<file path="config.mk">
export PLATFORM = sky130hd
export DESIGN_NAME = mux_nx1_rr
export DESIGN_NICKNAME = d
export VERILOG_FILES = /design/src/rtl/mux_pkg.sv /design/src/rtl/rr_arbiter.sv /design/src/rtl/mux_nx1_rr.sv
export SDC_FILE = /design/constraint.sdc
export NUM_CORES = 1
export LEC_CHECK = 0
export ABC_AREA = 1
export CELL_PAD_IN_SITES_DETAIL_PLACEMENT = 1
export CELL_PAD_IN_SITES_GLOBAL_PLACEMENT = 1
export CORE_MARGIN = 3
export CORE_UTILIZATION = 26
export CTS_CLUSTER_DIAMETER = 100
export DETAILED_ROUTE_END_ITERATION = 10
export PLACE_DENSITY_LB_ADDON = 0.1
export SKIP_CTS_REPAIR_TIMING = 1
export SYNTH_ARGS = -nofsm -noshare
export SYNTH_HDL_FRONTEND = slang
export SYNTH_SLANG_ARGS = --single-unit
</file>
<file path="constraint.sdc">
create_clock -name clk -period 3.3 [get_ports clk]
set_input_delay 0.495 -clock clk [delete_from_list [all_inputs] [get_ports clk]]
set_output_delay 0.495 -clock clk [all_outputs]
set_load 0.05 [all_outputs]
</file>
<file path="src/rtl/mux_pkg.sv">
// Shared types and defaults for the N:1 round-robin stream multiplexer.
package mux_pkg;

    typedef enum logic {
        MUX_MANUAL = 1'b0,
        MUX_RR     = 1'b1
    } mux_mode_e;

    localparam int MUX_DEF_N = 4;
    localparam int MUX_DEF_W = 8;

endpackage : mux_pkg

</file>
<file path="src/rtl/rr_arbiter.sv">
// Combinational round-robin arbiter: rotates the request vector so that
// index ptr lands at bit 0, priority-encodes the lowest set bit, then maps
// the offset back to an absolute channel index.
module rr_arbiter #(
    parameter int N  = 4,
    parameter int SW = $clog2(N)
) (
    input  logic [N-1:0]  req,
    input  logic [SW-1:0] ptr,
    output logic          gnt_valid,
    output logic [SW-1:0] gnt_idx
);

    logic [2*N-1:0] w_req2;
    logic [N-1:0]   w_rot;
    int             w_off;
    int             w_sum;

    // Rotate right by ptr (doubling the vector makes the wrap free), then
    // scan from the highest offset down so the lowest offset wins.
    always_comb begin
        w_req2    = {req, req};
        w_rot     = N'(w_req2 >> ptr);
        gnt_valid = 1'b0;
        w_off     = 0;
        for (int j = N - 1; j >= 0; j--) begin
            if (w_rot[j]) begin
                gnt_valid = 1'b1;
                w_off     = j;
            end
        end
        w_sum = int'(ptr) + w_off;
        if (w_sum >= N) begin
            w_sum = w_sum - N;
        end
        gnt_idx = SW'(w_sum);
    end

endmodule : rr_arbiter

</file>
<file path="src/rtl/mux_nx1_rr.sv">
// N:1, W-bit stream multiplexer with valid/ready handshake, one registered
// output stage and MANUAL / ROUND_ROBIN channel selection.
// Optional feature: define MUX_PARITY_EN to add the registered out_par port
// (even parity of out_data).
module mux_nx1_rr
    import mux_pkg::*;
#(
    parameter int N  = MUX_DEF_N,
    parameter int W  = MUX_DEF_W,
    parameter int SW = $clog2(N)
) (
    input  logic           clk,
    input  logic           rst,
    input  logic           mode,
    input  logic [SW-1:0]  sel,
    input  logic [N*W-1:0] in_data,
    input  logic [N-1:0]   in_valid,
    output logic [N-1:0]   in_ready,
    output logic [W-1:0]   out_data,
    output logic [SW-1:0]  out_ch,
    output logic           out_valid,
    input  logic           out_ready
`ifdef MUX_PARITY_EN
    ,
    output logic           out_par
`endif
);

    logic [W-1:0]  r_out_data;
    logic [SW-1:0] r_out_ch;
    logic          r_out_valid;
    logic [SW-1:0] r_rr_ptr;
`ifdef MUX_PARITY_EN
    logic          r_out_par;
`endif

    logic          w_load_ok;
    logic          w_man_valid;
    logic          w_rr_valid;
    logic [SW-1:0] w_rr_idx;
    logic          w_gnt_valid;
    logic [SW-1:0] w_gnt_idx;
    logic          w_xfer;
    logic [W-1:0]  w_sel_data;
    logic [SW-1:0] w_ptr_next;
    logic          w_is_rr;

    rr_arbiter #(
        .N  (N),
        .SW (SW)
    ) u_arb (
        .req       (in_valid),
        .ptr       (r_rr_ptr),
        .gnt_valid (w_rr_valid),
        .gnt_idx   (w_rr_idx)
    );

    assign w_is_rr   = (mux_mode_e'(mode) == MUX_RR);
    // The register can take a word when empty or when it is draining now.
    assign w_load_ok = ~r_out_valid | out_ready;

    // Manual grant: sel must name an existing channel whose valid is high;
    // an out-of-range sel matches no channel and so never grants.
    always_comb begin
        w_man_valid = 1'b0;
        for (int g = 0; g < N; g++) begin
            if ((sel == SW'(g)) && in_valid[g]) begin
                w_man_valid = 1'b1;
            end
        end
    end

    // Pick the active grant source for this cycle from the current mode.
    always_comb begin
        if (w_is_rr) begin
            w_gnt_valid = w_rr_valid;
            w_gnt_idx   = w_rr_idx;
        end else begin
            w_gnt_valid = w_man_valid;
            w_gnt_idx   = sel;
        end
    end

    assign w_xfer = ~rst & w_gnt_valid & w_load_ok;

    // One-hot ready towards the granted channel, plus the data select.
    always_comb begin
        in_ready   = '0;
        w_sel_data = '0;
        for (int g = 0; g < N; g++) begin
            if (w_gnt_idx == SW'(g)) begin
                in_ready[g] = w_xfer;
                w_sel_data  = in_data[g*W +: W];
            end
        end
    end

    assign w_ptr_next = (w_gnt_idx == SW'(N - 1)) ? '0 : w_gnt_idx + 1'b1;

    // Output register and round-robin pointer: load on transfer, clear valid
    // on a drain with nothing to replace it, hold everything on stall.
    always_ff @(posedge clk) begin
        if (rst) begin
            r_out_valid <= 1'b0;
            r_out_data  <= '0;
            r_out_ch    <= '0;
            r_rr_ptr    <= '0;
`ifdef MUX_PARITY_EN
            r_out_par   <= 1'b0;
`endif
        end else if (w_xfer) begin
            r_out_valid <= 1'b1;
            r_out_data  <= w_sel_data;
            r_out_ch    <= w_gnt_idx;
`ifdef MUX_PARITY_EN
            r_out_par   <= ^w_sel_data;
`endif
            if (w_is_rr) begin
                r_rr_ptr <= w_ptr_next;
            end
        end else if (r_out_valid && out_ready) begin
            r_out_valid <= 1'b0;
        end
    end

    assign out_data  = r_out_data;
    assign out_ch    = r_out_ch;
    assign out_valid = r_out_valid;
`ifdef MUX_PARITY_EN
    assign out_par   = r_out_par;
`endif

endmodule : mux_nx1_rr

</file>
# Word-level counts from Yosys, hierarchy flattened
# Cells that the tools add are included.
[word_totals]
ramBits = 0
input_bits = 42
memories = 0
mem_bits_ro = 0
out_inout_bits = 15
latchBits = 0
register_bits = 13
word_cells = 55
[op_classes]
n_mul = 0
bitwise = 5
n_div = 0
reduce_logical = 9
muxes = 26
n_addsub = 3
n_shift = 1
n_lt_le_gt_ge = 1
eq_ne = 6
[op_table]
columns = ["op", "count"]
rows = [
  ["two-way mux 8 bit", 4],
  ["two-way mux 1 bit", 15],
  ["two-way mux 2 bit", 7],
  ["equality test 2 bit (second input constant)", 4],
  [">> shifter 8 x 2 -> 4 bit", 1],
  ["logical AND 1 bit", 5],
  ["equality test 2 x 1 -> 1 bit (second input constant)", 2],
  ["zero test 2 bit", 2],
  ["adder 2 x 2 -> 3 bit", 1],
  ["greater-or-equal comparator 3 bit (second input constant)", 1],
  ["adder 2 x 1 -> 2 bit (second input constant)", 1],
  ["bitwise AND 1 bit", 2],
  ["inverter 1 bit", 2],
  ["AND reduction 2 bit", 1],
  ["nonzero test 2 bit", 1],
  ["subtractor 2 x 1 -> 2 bit (second input constant)", 1],
  ["OR 1 bit", 1],
]

# Longest topological paths before layout
# Gate-level depths: netlist of the first run.
[depth]
ltp_word = 14
ltp_mapped = 22
depth_no_buf = 22

# By module
# A second synthesis of the first run with hierarchy kept.
[hier_totals]
hier_cells = 194
area_unflattened_um2 = 1124.8
[modules_own_cells]
columns = ["module", "instances", "seq_area_each_um2", "area_each_um2", "cells_per_inst"]
rows = [
  ["mux_nx1_rr", 1, 260.2, 959.7, 159],
  ["rr_arbiter", 1, 0.0, 165.2, 35],
]

# Least setup slack after synthesis of the first run
# No wires, ideal clock.
[synth_path]
path_type = "input-to-output"
startpoint = "input port in_valid[1]"
endpoint = "output port in_ready[3]"
path_buffers = 2
t_arrival_ps = 2891
t_required_ps = 2805
slack_ps = -86
cell_stages = 16
cell_sequence = "nand2_1 > nand3_1 > nand2_2 > nand3_1 > a21boi_0 > ha_1 > xor2_1 > inv_1 > nand2_1 > nand3_1 > nand2_1 > ha_1 > clkbuf_1 > clkbuf_1 > inv_1 > nor2_1"
[synth_via]
elab_chain_cells = 11
elab_cells_between_ends = 23
cone_classes = "add/sub (2); order compare (1); eq/ne (1); shift (1); mux (15); bitwise (2); reduce/logical (1)"
[synth_lines]
columns = ["item", "line", "source"]
rows = [
  ["start: declaration", "mux_nx1_rr.sv:17", "input logic [N-1:0] in_valid,"],
  [">> shifter 8 x 2 -> 4 bit *", "rr_arbiter.sv:23", "w_rot = N'(w_req2 >> ptr);"],
  ["two-way mux 2 bit (3 in series)", "rr_arbiter.sv:27", "if (w_rot[j]) begin"],
  ["two-way mux 2 bit *", "rr_arbiter.sv:27", ""],
  ["adder 2 x 2 -> 3 bit *", "rr_arbiter.sv:32", "w_sum = int'(ptr) + w_off;"],
  ["greater-or-equal comparator 3 bit or subtractor 2 x 1 -> 2 bit (tied branches)", "rr_arbiter.sv:33, rr_arbiter.sv:34", ""],
  ["two-way mux 2 bit *", "rr_arbiter.sv:33", "if (w_sum >= N) begin"],
  ["two-way mux 2 bit *", "mux_nx1_rr.sv:75", "if (w_is_rr) begin"],
  ["via w_gnt_idx[1]", "mux_nx1_rr.sv:42", "logic [SW-1:0] w_gnt_idx;"],
  ["equality test 2 bit *", "mux_nx1_rr.sv:91", "if (w_gnt_idx == SW'(g)) begin"],
  ["two-way mux 1 bit *", "mux_nx1_rr.sv:91", ""],
  ["end: declaration", "mux_nx1_rr.sv:18", "output logic [N-1:0] in_ready,"],
]
# The timed path passes the listed nets; every way through them passes the cells marked *.

# Worst setup path after layout of the first run
[layout_path]
startpoint = "register r_rr_ptr[0]"
endpoint = "output port in_ready[2]"
[layout_via]
elab_chain_cells = 11
elab_cells_between_ends = 19
cone_classes = "add/sub (2); order compare (1); eq/ne (1); shift (1); mux (12); bitwise (2)"
[layout_lines]
columns = ["item", "line", "source"]
rows = [
  ["start: declaration", "mux_nx1_rr.sv:32", "logic [SW-1:0] r_rr_ptr;"],
  ["start signal: assignment", "mux_nx1_rr.sv:119", "r_rr_ptr <= w_ptr_next;"],
  [">> shifter 8 x 2 -> 4 bit", "rr_arbiter.sv:23", ""],
  ["two-way mux 2 bit (4 in series)", "rr_arbiter.sv:27", ""],
  ["adder 2 x 2 -> 3 bit *", "rr_arbiter.sv:32", ""],
  ["greater-or-equal comparator 3 bit or subtractor 2 x 1 -> 2 bit (tied branches)", "rr_arbiter.sv:33, rr_arbiter.sv:34", ""],
  ["two-way mux 2 bit *", "rr_arbiter.sv:33", ""],
  ["two-way mux 2 bit *", "mux_nx1_rr.sv:75", ""],
  ["via w_gnt_idx[1]", "mux_nx1_rr.sv:42", ""],
  ["equality test 2 bit *", "mux_nx1_rr.sv:91", ""],
  ["two-way mux 1 bit *", "mux_nx1_rr.sv:91", ""],
]
# Marks and branches as above.

==> results of run 1 <==
layout by cell type (no fill, tap or decap), types with 5 or more instances in the layout:
cell type / Yosys / routed
nand4_1: 10 / 10
nand2_2: 7 / 9
a21oi_1: 14 / 14
inv_1: 16 / 16
nand3_1: 12 / 12
nor2_1: 10 / 7
dfxtp_1: 13 / 11
nand2_1: 56 / 54
o21ai_0: 17 / 14
buf_4: 0 / 12
clkdlybuf4s50_1: 0 / 48
a21oi_2: 5 / 5
path summary, 6_finish.rpt:
kind | cells after the start | start | to | slack [ns]
hold / removal | 2 | out_data[0] | out_data[0] | 0.47
setup reg to reg | 22 | r_rr_ptr[0] | out_data[6] | 0.38
hold reg to reg | 2 | out_data[0] | out_data[0] | 0.47
setup / recovery | 17 | r_rr_ptr[0] | in_ready[2] | 0.26
logic make-up after synthesis:
family	after synthesis	share of synthesized area (%)
AO/OA/AOI/OAI	38	18.8
XOR/XNOR	1	0.771
adder cells (fa/ha/maj)	5	5.51
buffers and inverters	27	10.1
flip-flops	13	22.9
AND/OR/NAND/NOR	100	41.9
stage by stage:
stage          std cells  total power [mW]  area [sq um]  hold slack (ns)
6_report             298             0.748          1930            0.473
5_1_grt              298             0.809          1930            0.500
4_1_cts              298             0.748          1890            0.478
3_5_place_dp         294             0.604          1850            0.462
3_3_place_gp         294             0.592          1850            0.456
2_1_floorplan        184             0.430          1140            0.596
cell type report:
type,count,area share (%)
sequential,13,13.6
clock buffer,4,2.33
multi-input combinational,144,40.8
timing repair buffer,68,36.3
tap,50,3.24
inverter,19,3.70
worst max-delay path, cell delays in order, from the launching register on:
cell and delay [ns]:
dfxtp_2 0.40, inv_2 0.09, nand2_1 0.10, nand3_1 0.10, nand2_2 0.10, nand3_1 0.08, a21boi_2 0.14, ha_2 0.21
xor2_2 0.17, inv_1 0.07, nand2_1 0.07, nand3_1 0.06, nand2_1 0.08, buf_4 0.13, ha_1 0.16, inv_1 0.07
nor2_2 0.13, buf_12 0.15
state kept, by name, indices dropped and copies added (netlist names):
register and cells:
r_rr_ptr 2, out_valid 1, out_data 8, out_ch 2
power by group:
part           switching, mW  internal (mW)  total, mW
Combinational          0.242          0.179      0.421
Sequential            0.0137          0.175      0.188
Clock                 0.0536         0.0851      0.139
routing by layer:
layer | part of all wire, % | up-vias | track usage (%)
met5 | 0 | - | 0
met4 | 0.80 | 0 | 3.76
met3 | 3.5 | 5 | 2.22
met2 | 47 | 33 | 27.7
met1 | 49 | 654 | 22.9
li1 | - | 729 | -
==> results.toml, run 1 <==
[run]
drv_cap = 0

[sta]
max_freq_mhz = 329
setup_violations = 0
slew_headroom_pct = 65.9
drv_slew = 0
period_share_pct = 92.2
worst_slew_pin_slew_ns = 0.511
fin_ws_ns = 0.258
clock_skew_ns = 0.00136
hold_viol = 0
tns_ns = 0
finalCriticalPeriod_ns = 3.04

[finish]
multi_input_area_sq_um = 787
final_nets = 296
seq_area_sq_um = 263
drive_gt1_share_pct = 19.8
antennaDiodeCount = 0
fillCellCount = 529
area.growth.synth_to_final_pct = 69.8
post-route-util_pct = 46.9

[placed_design]
place_congestion = 0.807
pre_cts_slack_ns = -0.209
io_buffers = 56
dp_hpwl_um = 3470

[worst_setup_path]
startpoint_type = "register"
crit_arrival_ns = 2.55
crit_type = "register to output port"
worstPathMaxFanout = 6
cp-end-kind = "output port"
cp.required_ns = 2.80

[logic_synthesis]
syn_area_per_cell_sq_um = 6.17
yosysSeqAreaShare_pct = 22.9
ys.flop_type = "dfxtp_1"
synth_cell_types = 22
netlist_top_cells_count = "nand2_1, o21ai_0, inv_1"
synth_top_cells_by_area = "dfxtp_1, nand2_1, o21ai_0"
synthArstFlopShare_pct = 0
synth_area_leader_cell = "dfxtp_1"
yosysMostFrequentCell = "nand2_1"
synthCells = 184
synth_top_cell_area_share_pct = 22.9
synth_fp_nets = 231
ys_ff_latch = 13
syn_area_sq_um = 1140
yosysWarnings = 0
synth_edf_count = 0

[power_and_ir_drop]
power_per_cell_area_nw_per_um2 = 388
total_leakage_power_nw = 0.865
peakVddDrop_uv = 271

[grt]
gr-total-overflow = 0
antenna_found_initial = 0
grt_pass1_vias = 1511
grt_pass1_wl_um = 7070
grt_usage_pct = 16.7
grt_max_degree = 17

[hold_path]
hold_path.class = "register to register"

[clock_tree]
numCtsBuffers = 3
cts_tree = "yes"
cts_buffer_depth = 2
cts_sinks = 13
clkTransAtPathRegs_ns = 0.05
htree_levels = 1
cts_root_buf = "clkbuf_8"
worstSkewPairLatency_ns = 0.24

[floorplanning]
initial_core_util_pct = 27.6
std_cell_rows = 23
dieArea_sq_um = 5200
fp.dieH_um = 72.1
core_area_sq_um = 4120
die_w_um = 72.1
ios = 57

[detailed_routing]
ant_nets = 0
route.detailed.drc = 0
vias_per_cell = 4.77
drtIter0Drc = 34
num_vias = 1421
wl_per_cell_um = 14.2
dr.pass1.iters = 4
routed_wl_um = 4240

[run_status]
run_status = "finished clean"
No activity file was read; power rests on OpenSTA's default activity.
==> run 2, diff against run 1 <==
CORE_UTILIZATION = 25   (was 26)
SYNTH_HIERARCHICAL = 1   (was default)
==> results.toml, run 2 <==
[worst_setup_path]
cp-end-kind = "output port"
cpPeakStageDelay_ns = 0.39
crit_type = "register to output port"
crit_arrival_ns = 2.60
startpoint_type = "register"
worstPathMaxFanout = 7
reg2reg_from = "r_rr_ptr[0]"
crit_chain = "inv_2, nand2_1, nand3_2, nand2_2, nand3_1, a21boi_2, ha_2, xor2_2, inv_1, nand3_1, nand2_1, or2_4, o21ai_4, inv_2, ha_1, inv_1, nor2_1, buf_6"
startpoint = "r_rr_ptr[0]"
crit_buf_inv = 5
crit_family = "simple AND/OR/NAND/NOR gates"
ff2ff_path_depth = 22
cpMaxStageDelayCell = "dfxtp_4"
cp.required_ns = 2.80
path_depth = 18

[placed_design]
io_buffers = 56
place_congestion = 0.732
dp_hpwl_um = 3050
dpl-instance-area_sq_um = 1830

[run_status]
run_status = "finished clean"

[floorplanning]
ios = 57
die_w_um = 73.1
initial_core_util_pct = 27.0
std_cell_rows = 23
core_area_sq_um = 4170
dieArea_sq_um = 5340
fp.dieH_um = 73.1

[detailed_routing]
route.detailed.drc = 0
ant_nets = 0
num_vias = 1382
routed_wl_um = 3680
drtIter0Drc = 31
wl_per_cell_um = 11.9
vias_per_cell = 4.46
dr.pass1.iters = 4

[sta]
tns_ns = 0
hold_viol = 0
slew_headroom_pct = 65.6
period_share_pct = 93.7
max_freq_mhz = 323
finalCriticalPeriod_ns = 3.09
worst_slew_pin_slew_ns = 0.514
drv_slew = 0
clock_skew_ns = 0.000394
holdWs_ns = 0.468
setup_violations = 0

[logic_synthesis]
ys.flop_type = "dfxtp_1"
yosysSeqAreaShare_pct = 23.1
yosysWarnings = 6
syn_area_per_cell_sq_um = 5.80
yosysMostFrequentCell = "nand2_1"
synth_area_leader_cell = "dfxtp_1"
syn_area_sq_um = 1120
synth_edf_count = 0
netlist_top_cells_count = "nand2_1, nor2_1, inv_1"
synth_top_cells_by_area = "dfxtp_1, nand2_1, nor2_1"
synth_top_cell_area_share_pct = 23.1
synthArstFlopShare_pct = 0
ys_ff_latch = 13
synth_cell_types = 23
synth_fp_nets = 241
synthCells = 194

[grt]
gr-total-overflow = 0
grt_pass1_wl_um = 6200
grt_max_degree = 20
grt_usage_pct = 14.3
grt_pass1_vias = 1384
antenna_found_initial = 0

[clock_tree]
cts_buffer_depth = 2
clkTransAtPathRegs_ns = 0.05
cts_sinks = 13
worstSkewPairLatency_ns = 0.24
cts_tree = "yes"
numCtsBuffers = 3
cts_root_buf = "clkbuf_8"
htree_levels = 1

[hold_path]
hold_path.class = "register to register"
min_from = "out_ch[1]"
holdPathStages = 2

[power_and_ir_drop]
peakVddDrop_uv = 125
power_per_cell_area_nw_per_um2 = 367
total_leakage_power_nw = 0.893

[finish]
final_design_area_no_fill_sq_um = 1950
largest_reg_flops = 8
fillCellCount = 541
drive_gt1_share_pct = 18.8
area.growth.synth_to_final_pct = 73.3
final_common_cell = "nand2_1"
final_nets = 308
antennaDiodeCount = 0
layout_common_cells = "nand2_1, clkdlybuf4s50_1, inv_1, nor2_1, nand3_1"
post-route-util_pct = 46.7

[run]
drv_cap = 0
-- run 2: cell type report --
class                   instances  area [sq um]  area share (%)
multi-input cells             151           795            40.8
well taps                      50          62.6            3.21
clock buffers                   4          45.0            2.31
flip-flops and latches         13           265            13.6
repair buffers                 68           692            35.5
inverters                      24          90.1            4.62
-- run 2: per-stage QoR --
step	setup WS (ns)	cells	power (mW)
CTS	-0.312	309	0.706
global route	-0.0280	310	0.776
floorplan	0.0651	194	0.409
global placement	-0.245	305	0.561
detailed placement	-0.301	305	0.564
finish	0.208	310	0.716
-- run 2: final timing paths --
path | endpoint | slack (ns)
max | in_ready[2] | 0.21
min | out_ch[1] | 0.47
max reg2reg | out_data[7] | 0.40
min reg2reg | out_ch[1] | 0.47
-- run 2: cell families (layout without fill, tap and decap cells) --
kind of cell    after synthesis  count (layout)  share of synthesized area [%]
simple gates                111             111                           42.7
compound gates               34              34                           16.7
buf+inv                      30              96                           11.1
flops                        13              13                           23.1
fa+ha+maj                     5               5                           5.56
xor+xnor                      1               1                          0.779
-- run 2: per-layer routing --
| layer | routed length [um] | part of all wire [%] | vias to the layer above | GRT usage [%] |
|---|---|---|---|---|
| met5 | 0 | 0 | - | 0 |
| met4 | 25 | 0.68 | 0 | 3.28 |
| met3 | 172 | 4.7 | 4 | 1.52 |
| met2 | 1580 | 43 | 37 | 20.8 |
| met1 | 1910 | 52 | 599 | 22.1 |
| li1 | - | - | 742 | - |
-- run 2: tightest hold or removal path, stage by stage (launching register included) --
cell     delay [ns]
dfxtp_1        0.30
nand2_1        0.06
a21oi_1        0.05
-- run 2: power breakdown --
part           switching, mW  total, mW  internal (mW)  leakage, nW
sequential            0.0107      0.184          0.173        0.108
combinational          0.223      0.393          0.170        0.761
clock                 0.0545      0.140         0.0852       0.0228
